## config.mk

```make
export PLATFORM = sky130hd
export DESIGN_NAME = pll_lock_rst_gen
export DESIGN_NICKNAME = d
export VERILOG_FILES = /design/src/rtl/pll_lock_rst_gen.sv
export SDC_FILE = /design/constraint.sdc
export NUM_CORES = 1
export LEC_CHECK = 0
export ABC_AREA = 1
export BUFFER_PORTS_ARGS = -buffer_cell sky130_fd_sc_hd__buf_2
export CORE_MARGIN = 4
export CORE_UTILIZATION = 45
export DETAILED_ROUTE_END_ITERATION = 6
export SLEW_MARGIN = 40
export SYNTH_ARGS = -nofsm -noshare
export SYNTH_HDL_FRONTEND = slang
export SYNTH_SLANG_ARGS = --single-unit
```

## constraint.sdc

```tcl
create_clock -name clk -period 3.5 [get_ports clk]
set_input_delay 0.7 -clock clk [delete_from_list [all_inputs] [get_ports clk]]
set_output_delay 0.7 -clock clk [all_outputs]
set_load 0.05 [all_outputs]
```

## src/rtl/pll_lock_rst_gen.sv

```systemverilog
// pll_lock_rst_gen: derives a clean active-low system reset from a PLL LOCKED flag.
//
// LOCKED is synchronised into the PLL output clock domain. It must then stay high for
// STABLE_CYCLES consecutive cycles before the system reset is released. When lock is
// lost while running, the reset is reasserted immediately. It is then held for at least
// RST_HOLD_CYCLES cycles before lock qualification starts again.
//
// Ports:
//   clk        - PLL output clock; every flop uses its rising edge
//   rst_n      - asynchronous active-low reset
//   locked     - PLL LOCKED status, asynchronous to clk
//   sys_rst_n  - registered active-low reset for logic clocked by clk
//   lock_ok    - registered, high only while running
//   lost_pulse - registered one-cycle pulse for each lock loss seen while running
//   lost_cnt   - registered count of lock losses, saturating at 255

module pll_lock_rst_gen #(
    parameter int unsigned STABLE_CYCLES   = 1024,  // legal 2..65535
    parameter int unsigned RST_HOLD_CYCLES = 16     // legal 1..65535
) (
    input  logic       clk,
    input  logic       rst_n,
    input  logic       locked,
    output logic       sys_rst_n,
    output logic       lock_ok,
    output logic       lost_pulse,
    output logic [7:0] lost_cnt
);

    localparam logic [15:0] StableLast = 16'(STABLE_CYCLES - 1);
    localparam logic [15:0] HoldLast   = 16'(RST_HOLD_CYCLES - 1);

    typedef enum logic [1:0] {
        StWaitLock = 2'd0,
        StStable   = 2'd1,
        StRun      = 2'd2,
        StHold     = 2'd3
    } state_e;

    logic        sync1_q;
    logic        lock_s_q;
    state_e      state_q, state_d;
    logic [15:0] cnt_q, cnt_d;
    logic        sys_rst_n_q, sys_rst_n_d;
    logic        lock_ok_q, lock_ok_d;
    logic        lost_pulse_q, lost_pulse_d;
    logic [7:0]  lost_cnt_q, lost_cnt_d;

    // Two-flop synchroniser; locked is read nowhere else.
    always_ff @(posedge clk or negedge rst_n) begin
        if (!rst_n) begin
            sync1_q  <= 1'b0;
            lock_s_q <= 1'b0;
        end else begin
            sync1_q  <= locked;
            lock_s_q <= sync1_q;
        end
    end

    always_comb begin
        state_d      = state_q;
        cnt_d        = cnt_q;
        lost_pulse_d = 1'b0;
        lost_cnt_d   = lost_cnt_q;

        unique case (state_q)
            StWaitLock: begin
                cnt_d = 16'd0;
                if (lock_s_q) begin
                    state_d = StStable;
                end
            end
            StStable: begin
                if (!lock_s_q) begin
                    // Any dropout restarts qualification from zero.
                    state_d = StWaitLock;
                    cnt_d   = 16'd0;
                end else if (cnt_q == StableLast) begin
                    state_d = StRun;
                    cnt_d   = 16'd0;
                end else begin
                    cnt_d = cnt_q + 16'd1;
                end
            end
            StRun: begin
                cnt_d = 16'd0;
                if (!lock_s_q) begin
                    state_d      = StHold;
                    lost_pulse_d = 1'b1;
                    if (lost_cnt_q != 8'hff) begin
                        lost_cnt_d = lost_cnt_q + 8'd1;
                    end
                end
            end
            StHold: begin
                // Hold time runs out regardless of lock state.
                if (cnt_q == HoldLast) begin
                    state_d = StWaitLock;
                    cnt_d   = 16'd0;
                end else begin
                    cnt_d = cnt_q + 16'd1;
                end
            end
            default: begin
                state_d = StWaitLock;
                cnt_d   = 16'd0;
            end
        endcase

        // Decoded from the next state so the outputs change on the same edge as the state.
        sys_rst_n_d = (state_d == StRun);
        lock_ok_d   = (state_d == StRun);
    end

    always_ff @(posedge clk or negedge rst_n) begin
        if (!rst_n) begin
            state_q      <= StWaitLock;
            cnt_q        <= 16'd0;
            sys_rst_n_q  <= 1'b0;
            lock_ok_q    <= 1'b0;
            lost_pulse_q <= 1'b0;
            lost_cnt_q   <= 8'd0;
        end else begin
            state_q      <= state_d;
            cnt_q        <= cnt_d;
            sys_rst_n_q  <= sys_rst_n_d;
            lock_ok_q    <= lock_ok_d;
            lost_pulse_q <= lost_pulse_d;
            lost_cnt_q   <= lost_cnt_d;
        end
    end

    assign sys_rst_n  = sys_rst_n_q;
    assign lock_ok    = lock_ok_q;
    assign lost_pulse = lost_pulse_q;
    assign lost_cnt   = lost_cnt_q;

endmodule

```

Yosys cells after proc, flatten, opt, wreduce, memory -nomap -nowiden
Index checks and enable logic that the tools add are counted.
{"block": "totals", "register_bits": 30, "latch_bits": 0, "ram_bits": 0, "romBits": 0, "in_bits": 3, "elab_cells": 32, "n_memories": 0}
{"block": "op_classes", "addsub": 2, "n_mul": 0, "n_div": 0, "n_lt_le_gt_ge": 0, "eq_ne": 7, "n_shift": 0, "mux": 12, "n_bitwise": 1, "n_reduce_logical": 3}
{"operator": "16-bit 2-to-1 mux", "n": 3}
{"operator": "16-bit case mux with 3 select lines", "n": 1}
{"operator": "16-bit by 1-bit adder with 16-bit output, second input constant", "n": 1}
{"operator": "16-bit by 10-bit equality test with 1-bit output, second input constant", "n": 1}
{"operator": "16-bit by 4-bit equality test with 1-bit output, second input constant", "n": 1}
{"operator": "2-bit 2-to-1 mux", "n": 5}
{"operator": "8-bit by 1-bit adder with 8-bit output, second input constant", "n": 1}
{"operator": "8-bit != test, second input constant", "n": 1}
{"operator": "2-bit case mux with 4 select lines", "n": 1}
{"operator": "2-bit equality test, second input constant", "n": 3}
{"operator": "3-bit AND reduction", "n": 1}
{"operator": "2-bit by 1-bit equality test with 1-bit output, second input constant", "n": 1}
{"operator": "2-bit zero test", "n": 1}
{"operator": "1-bit 2-to-1 mux", "n": 2}
{"operator": "2-bit OR reduction", "n": 1}
{"operator": "1-bit NOT", "n": 1}

Longest topological paths before layout
Gate-level depths: netlist of run 1.
{"block": "depth", "word_depth": 5, "mapped_depth": 9, "mapped_depth_nobuf": 9}

Least setup slack after synthesis of run 1
No wires, ideal clock.
{"block": "synth_path", "path_kind": "register to register", "start": "register lost_cnt_q[0], in the netlist lost_cnt[0]", "end": "register lost_cnt_q[2], in the netlist lost_cnt[2]", "setup_time_ps": 120, "t_arrival_ps": 1506, "t_required_ps": 3380, "path_slack_ps": 1873, "path_stages_with_launch": 9, "period_less_slack_ps": 1627, "path_cell_list": "dfrtp_1 -> ha_1 -> inv_1 -> nor3_1 -> nand3_1 -> nand2_2 -> inv_2 -> nand3b_1 -> nand2_1"}
{"block": "synth_between", "elab_chain_cells": 2}
{"element": "from (decl)", "line": "47", "rtl": "logic [7:0] lost_cnt_q, lost_cnt_d;"}
{"element": "from (signal assigned)", "line": "129", "rtl": "lost_cnt_q <= lost_cnt_d;"}
{"element": "branches (longest 2 deep; another with 8-bit by 1-bit adder with 8-bit output)"}
Several ways; the timed one is not identified.
A chain may end at the register's enable or synchronous reset.

Final worst setup path of run 1
{"block": "layout_path", "start": "register lost_cnt_q[4], in the netlist lost_cnt[4]", "end": "output port lost_cnt[4]"}
{"element": "to (decl)", "line": "27", "rtl": "output logic [7:0] lost_cnt"}
No word-level cell between the ends.

==> reports/metrics.yaml, run 1 <==
crit_type: "reg -> out"
hpwl_mm: 2.010
finalCriticalPeriod_ns: 1.754
finalHoldViolCount: 0
clockBufferDepth: 2
numCtsBuffers: 5
outcome: "complete, no violations"
grt_use_met2: 0.2466
drtAntennaViolNets: 0
ctsHoldBuffers: 0
switching_share: 0.2211
tightest_slew_ns: 0.6628
ys_warn_count: 0
ff2ff_path_depth: 8
drc: 0
nNetsFinal: 209
antennaDiodeCount: 0
cts_setup_buffers: 0
fin_crit_sh: 0.5013
drtPass1Iterations: 4
min_from: "sync1_q"
clock_insertion_delay_worst_skew_ns: 0.33
slew_violations: 0
synth_area_um2: 1514
yosysMostFrequentCell: "nand2_1"
path_cells: "buf_2"
io_buffers: 13
io_pins: 14
cap_violations: 0
reg2reg_slack_ns: 1.98
grt_pass1_wl_mm: 5.037
grt_pass1_vias: 1172
leakagePower_nw: 0.8691
synth_top_area_frac: 0.4959
area_delta_synth_final_pct: 12.64
root_buffer: "clkbuf_4"
ys_seq_elements: 30
timing.rr.start: "cnt_q[0]"
synth_cell_types: 26
path_delay_family: "flip-flops"
post-place-ws_ns: 1.987
yosys_most_used_dff: "dfrtp_1"
start_util: 0.4840
finalWirelength_mm: 2.681
seqPwrFrac: 0.543
fin_ws_ns: 1.746
tns_ns: 0
dieArea_um2: 4356
cts_tree: "done"
grt_overflow: 0
path_clk_slew_ns: 0.10
routedWlPerCell_um: 10.77
p_per_area_nw_per_um2: 383.4
hold_end: "lock_s_q"
finClkSkew_ns: 0.01022
design.core.area_um2: 3128
drive_above_1_share: 0.1951
grt_use_met3: 0.05782
synth.avg_cell_area_um2: 8.184
antenna_found_initial: 0
p_int_mw: 0.5093
grtUsageTotal: 0.1529
crit_buf_inv: 1
r2r-end: "lock_ok"
yosysSeqAreaShare: 0.4959
endpoint_kind: "output port"
synth_area_leaders: "dfrtp_1 50%, nand2_1 9.4%, nor2_1 8.9%, inv_1 6.0%, nand3_1 3.3%"
syn-num-nets: 190
peakVddDrop_mv: 0.1920
nFillCells: 295
cts_sinks: 30
pwr-share-comb: 0.043
crit_fanout: 5
grt_max_degree: 31
netlist_top_cells_count: "38 x nand2_1, 36 x nor2_1, 30 x dfrtp_1"
avgViaCountPerCell: 4.775
min_path_cells: 0
rows: 20
max_stage_delay_ns: 0.43
max_freq_ghz: 0.5700
postCtsResizedCells: 0
setup_viol: 0
switchingPower_mw: 0.1446
die_w_um: 66
hp-class: "reg -> reg"
cts_max_level: 2
place.gp.congestion: 0.8517
required_ns: 2.80
gr-usage-met1: 0.1791
power_frac_clock: 0.415
top_usage_layer: "met2"
crit_arrival_ns: 1.05
synthArstFlopShare: 1.000
critical_path.slowest_cell: "dfrtp_1"
relSlewSlack: 0.5581
drt_iter0_drc: 39
rsz0062_at_grt: "false"
crit_path_start_kind: "flop"
vias: 1189
yosysTopAreaCell: "dfrtp_1"
die_h_um: 66
synth-edff-count: 0
synth_cells: 185
==> cell type report <==
cell class                      instances  area [um2]  share of cell area
Sequential cell                        30       750.7              0.4402
Clock inverter                          2       37.54             0.02201
Multi-Input combinational cell        126       648.1              0.3800
Tap cell                               44       55.05             0.03228
Clock buffer                            6       41.29             0.02421
Inverter                               28       107.6             0.06310
Timing Repair Buffer                   13       65.06             0.03815
==> worst reg2reg max path, delay by kind of cell (launching register included) <==
family                     cells  cell delay, ns
and+or+nand+nor                7            0.80
DFF                            1            0.41
adders and majority gates      1            0.21
==> cell families (layout without fill, tap and decap cells) <==
group	count (synthesis)	after routing	synth area share
adder cells (fa/ha/maj)	2	2	0.01653
AO/OA/AOI/OAI	10	10	0.03637
XOR/XNOR	10	10	0.05785
AND/OR/NAND/NOR	104	104	0.3174
buffers and inverters	29	49	0.07604
flip-flops	30	30	0.4959
==> state kept, by name (all words and copies together) (netlist names) <==
register / cells
lock_s_q: 1
state_q: 2
lost_cnt: 8
lost_pulse: 1
cnt_q: 16
sync1_q: 1
lock_ok: 1
==> stage by stage <==
| stage | instance area, um2 | hold slack, ns | util | power, mW | cells |
|---|---|---|---|---|---|
| 6_report | 1705 | 0.3582 | 0.5452 | 0.6538 | 249 |
| 5_1_grt | 1705 | 0.3783 | 0.5452 | 0.6849 | 249 |
| 4_1_cts | 1705 | 0.3637 | 0.5452 | 0.6640 | 249 |
| 3_5_place_dp | 1627 | 0.3411 | 0.5200 | 0.3908 | 241 |
| 3_3_place_gp | 1627 | 0.3364 | 0.5200 | 0.3894 | 241 |
| 2_1_floorplan | 1514 | 0.3312 | - | 0.3777 | 185 |
==> worst max-delay path by stage <==
stage / startpoint / end / slack (ns) / cells past startpoint
global route: lost_cnt[4] / lost_cnt[4] / 1.67 / 1
floorplan: lost_cnt[0] / lost_cnt[2] / 1.87 / 8
global placement: cnt_q[0] / lock_ok / 2.04 / 8
CTS: lost_cnt[4] / lost_cnt[4] / 1.73 / 1
detailed placement: cnt_q[0] / lock_ok / 1.99 / 8
finish: lost_cnt[4] / lost_cnt[4] / 1.75 / 1
==> power by group through the flow <==
stage | clock, mW | sequential (mW) | combinational, mW
CTS | 0.280 | 0.355 | 0.0290
global placement | 0 | 0.361 | 0.0281
finish | 0.271 | 0.355 | 0.0278
global route | 0.296 | 0.356 | 0.0327
floorplan | 0 | 0.361 | 0.0168
detailed placement | 0 | 0.362 | 0.0289
==> cells in the final DEF, fill, tap and decap left out, types with 2 or more instances in the layout <==
cell       n
nand2_1   38
nor2_1    36
dfrtp_1   30
inv_1     24
buf_2     13
nand3_1   10
nand2_2    6
xor2_1     5
xnor2_1    5
clkbuf_4   5
o21ai_0    4
inv_2      3
nor2_2     3
nand3_2    2
nor2_4     2
a21oi_1    2
o21ai_1    2
nor3_1     2
ha_1       2
==> metal layers <==
layer	vias up	share of wire
li1	607	-
met5	-	0
met4	0	0.024
met3	10	0.050
met2	25	0.46
met1	547	0.46
No activity file was read; power rests on OpenSTA's default activity.
==> inputs of run 2 (changes only) <==
Settings changed: ABC_AREA 1 to 0.
Clock period 3.5 ns to 1.8 ns, I/O delays scaled along.
==> run 2 against run 1 <==
Compared with the run above: critical path depth rose by 4; via count fell by 9.3%; die area shrank 4.9%; cell area fell by 1.3%; total power grew 73%; count of clock-buffer cells in the layout is 1 higher; worst hold slack got worse by 0.31 ns; setup slack worse by 1.7 ns; sequential share of layout area increased by 0.66 points; largest cell class unchanged.
==> reports/metrics.yaml, run 2 <==
pwr-share-comb: 0.023
cts_tree: "done"
synth_area_leaders: "dfrtp_1 53%, xnor2_1 6.7%, nor3_1 6.3%, mux2_2 3.9%, xor2_1 3.1%"
drc: 0
synthArstFlopShare: 1.000
io_pins: 14
synth_area_um2: 1429
design.core.area_um2: 3053
die_h_um: 64.35
max_freq_ghz: 0.5647
synth_cells: 133
path_cells: "or4b_4 > nor4_4 > o2111a_2 > buf_6 > nor3_1"
placed_cell_area_um2: 1582
p_per_area_nw_per_um2: 670.2
clockBufferDepth: 2
max_stage_delay_ns: 0.53
post-place-ws_ns: 0.06184
die_w_um: 64.35
grt_pass1_vias: 960
crit_fanout: 7
required_ns: 2.01
grt_overflow: 0
peakVddDrop_mv: 0.4342
crit_arrival_ns: 1.98
largest_reg_flops: 16
finalHoldViolCount: 0
regMostFlops: "cnt_q"
dieArea_um2: 4141
root_buffer: "clkbuf_4"
antenna_found_initial: 0
rsz0062_at_grt: "true"
avgViaCountPerCell: 5.284
finalWirelength_mm: 2.707
rows: 20
fin_total_pwr_mw: 1.128
relSlewSlack: 0.5675
drtPass1Iterations: 4
timing.rr.start: "cnt_q[9]"
ff2ff_path_depth: 5
crit_buf_inv: 1
yosysMostFrequentCell: "dfrtp_1"
fin_crit_sh: 0.9838
drive_above_1_share: 0.2625
clock_insertion_delay_worst_skew_ns: 0.33
crit_type: "reg -> reg"
yosysSeqAreaShare: 0.5254
syn-num-nets: 138
synth.avg_cell_area_um2: 10.74
vias: 1078
seqPwrFrac: 0.607
finClkSkew_ns: 0.01095
r2r-end: "cnt_q[3]"
hpwl_mm: 1.899
hp-class: "in -> async"
tightest_slew_ns: 0.6488
nNetsFinal: 164
io_buffers: 13
leakagePower_nw: 0.7393
drt_iter0_drc: 28
synth-edff-count: 0
finalCriticalPeriod_ns: 1.771
cts_max_level: 2
synth_cell_types: 31
crit_path_start_kind: "flop"
fin_ws_ns: 0.02923
ctsHoldBuffers: 0
synth_top_area_frac: 0.5254
reg2reg_slack_ns: 0.03
start_util: 0.4680
place.gp.congestion: 0.8248
switching_share: 0.2250
slew_violations: 0
cap_violations: 0
tns_ns: 0
yosys_most_used_dff: "dfrtp_1"
setup_viol: 0
antennaDiodeCount: 0
endpoint_kind: "flop"
path_delay_family: "simple AND/OR/NAND/NOR gates"
yosysTopAreaCell: "dfrtp_1"
switchingPower_mw: 0.2538
cts_sinks: 30
drtAntennaViolNets: 0
mostFrequentLayoutCells: "29 x dfrtp_1, 17 x nor3_1, 13 x buf_2, 11 x nand2_1, 11 x xnor2_1"
critical_path.slowest_cell: "or4b_4"
area_delta_synth_final_pct: 17.78
ys_warn_count: 0
path_clk_slew_ns: 0.10
power_frac_clock: 0.370
outcome: "complete, no violations"
grtUsageTotal: 0.1468
grt_pass1_wl_mm: 4.616
netlist_top_cells_count: "30 x dfrtp_1, 18 x nor3_1, 11 x nand2_1, 11 x xnor2_1, 6 x nor2_1"
grt_max_degree: 31
final_common_cell: "dfrtp_1"
seq_area_um2: 752.0
ys_seq_elements: 30
routedWlPerCell_um: 13.27
fin_area_um2: 1683
p_int_mw: 0.8741
numCtsBuffers: 5
nFillCells: 295
multi_input_area_um2: 656.9
## run 2: cell count changes in the layout (fill, tap and decap cells not counted), sizes merged, moves of 3 or more
cell / previous run / this run
and4: 0 / 3
buf: 13 / 23
inv: 28 / 3
mux2: 0 / 5
nand2: 45 / 11
nand3: 12 / 5
nand4: 2 / 5
nor2: 41 / 6
nor3: 2 / 18
nor4: 0 / 6
o21ai: 6 / 1
xnor2: 5 / 11
## run 2: kinds of logic (layout without fill, tap and decap cells)
kind of cell | count (synthesis) | after routing | share of synthesized area
AND/OR/NAND/NOR | 64 | 64 | 0.2487
flip-flops | 30 | 30 | 0.5254
XOR/XNOR | 16 | 16 | 0.09807
AO/OA/AOI/OAI | 9 | 9 | 0.04378
buffers and inverters | 7 | 34 | 0.02714
multiplexers | 5 | 5 | 0.03940
adder cells (fa/ha/maj) | 2 | 2 | 0.01751
## run 2: repair_timing
action                                  in CTS  in global routing
endpoints found under the setup margin       0                 16
resized for setup                            0                  6
buffers inserted                             0                  2
## run 2: layout make-up
class,count,share of cell area
well taps,44,0.03271
clock inverters,1,0.002974
clock buffers,7,0.03271
repair buffers,23,0.08773
inverters,3,0.006691
flip-flops and latches,30,0.4468
multi-input cells,96,0.3903
## run 2: power by group through the flow
stage                     Clock [mW]  Sequential, mW  Combinational [mW]
after floorplan                    0           0.697             0.00855
after CTS                      0.435           0.685              0.0279
final                          0.417           0.685              0.0264
after global routing           0.465           0.686              0.0318
after global placement             0           0.698              0.0274
after detailed placement           0           0.698              0.0279
## run 2: worst register-to-register path, cell delays in order, from the launching register on
cell      delay (ns)
dfrtp_1         0.40
or4b_4          0.53
nor4_4          0.26
o2111a_2        0.27
buf_6           0.14
nor3_1          0.05
## run 2: metrics by stage
step                      std cells  utilization  hold slack [ns]
final                           204       0.5512          0.04677
after CTS                       202       0.5377          0.06888
after detailed placement        194       0.5180           0.3371
after global placement          194       0.5180           0.3399
after global routing            204       0.5512           0.1037
after floorplan                 133            -          0.06441
## run 2: how the worst max path moves through the flow
stage / start / to / cells past startpoint / slack (ns)
floorplan: lost_cnt[0] / lost_cnt[1] / 4 / 0.06
global placement: state_q[1] / cnt_q[7] / 5 / 0.11
detailed placement: cnt_q[7] / cnt_q[3] / 5 / 0.06
CTS: cnt_q[7] / cnt_q[3] / 5 / 0.03
global route: cnt_q[8] / cnt_q[8] / 5 / -0.02
finish: cnt_q[9] / cnt_q[3] / 5 / 0.03
## run 2: per-layer routing
metal,part of all wire,vias up,track usage
li1,-,536,-
met1,0.49,505,0.2106
met2,0.44,33,0.2036
met3,0.056,4,0.05448
met4,0.013,0,0.04749
met5,0,-,0
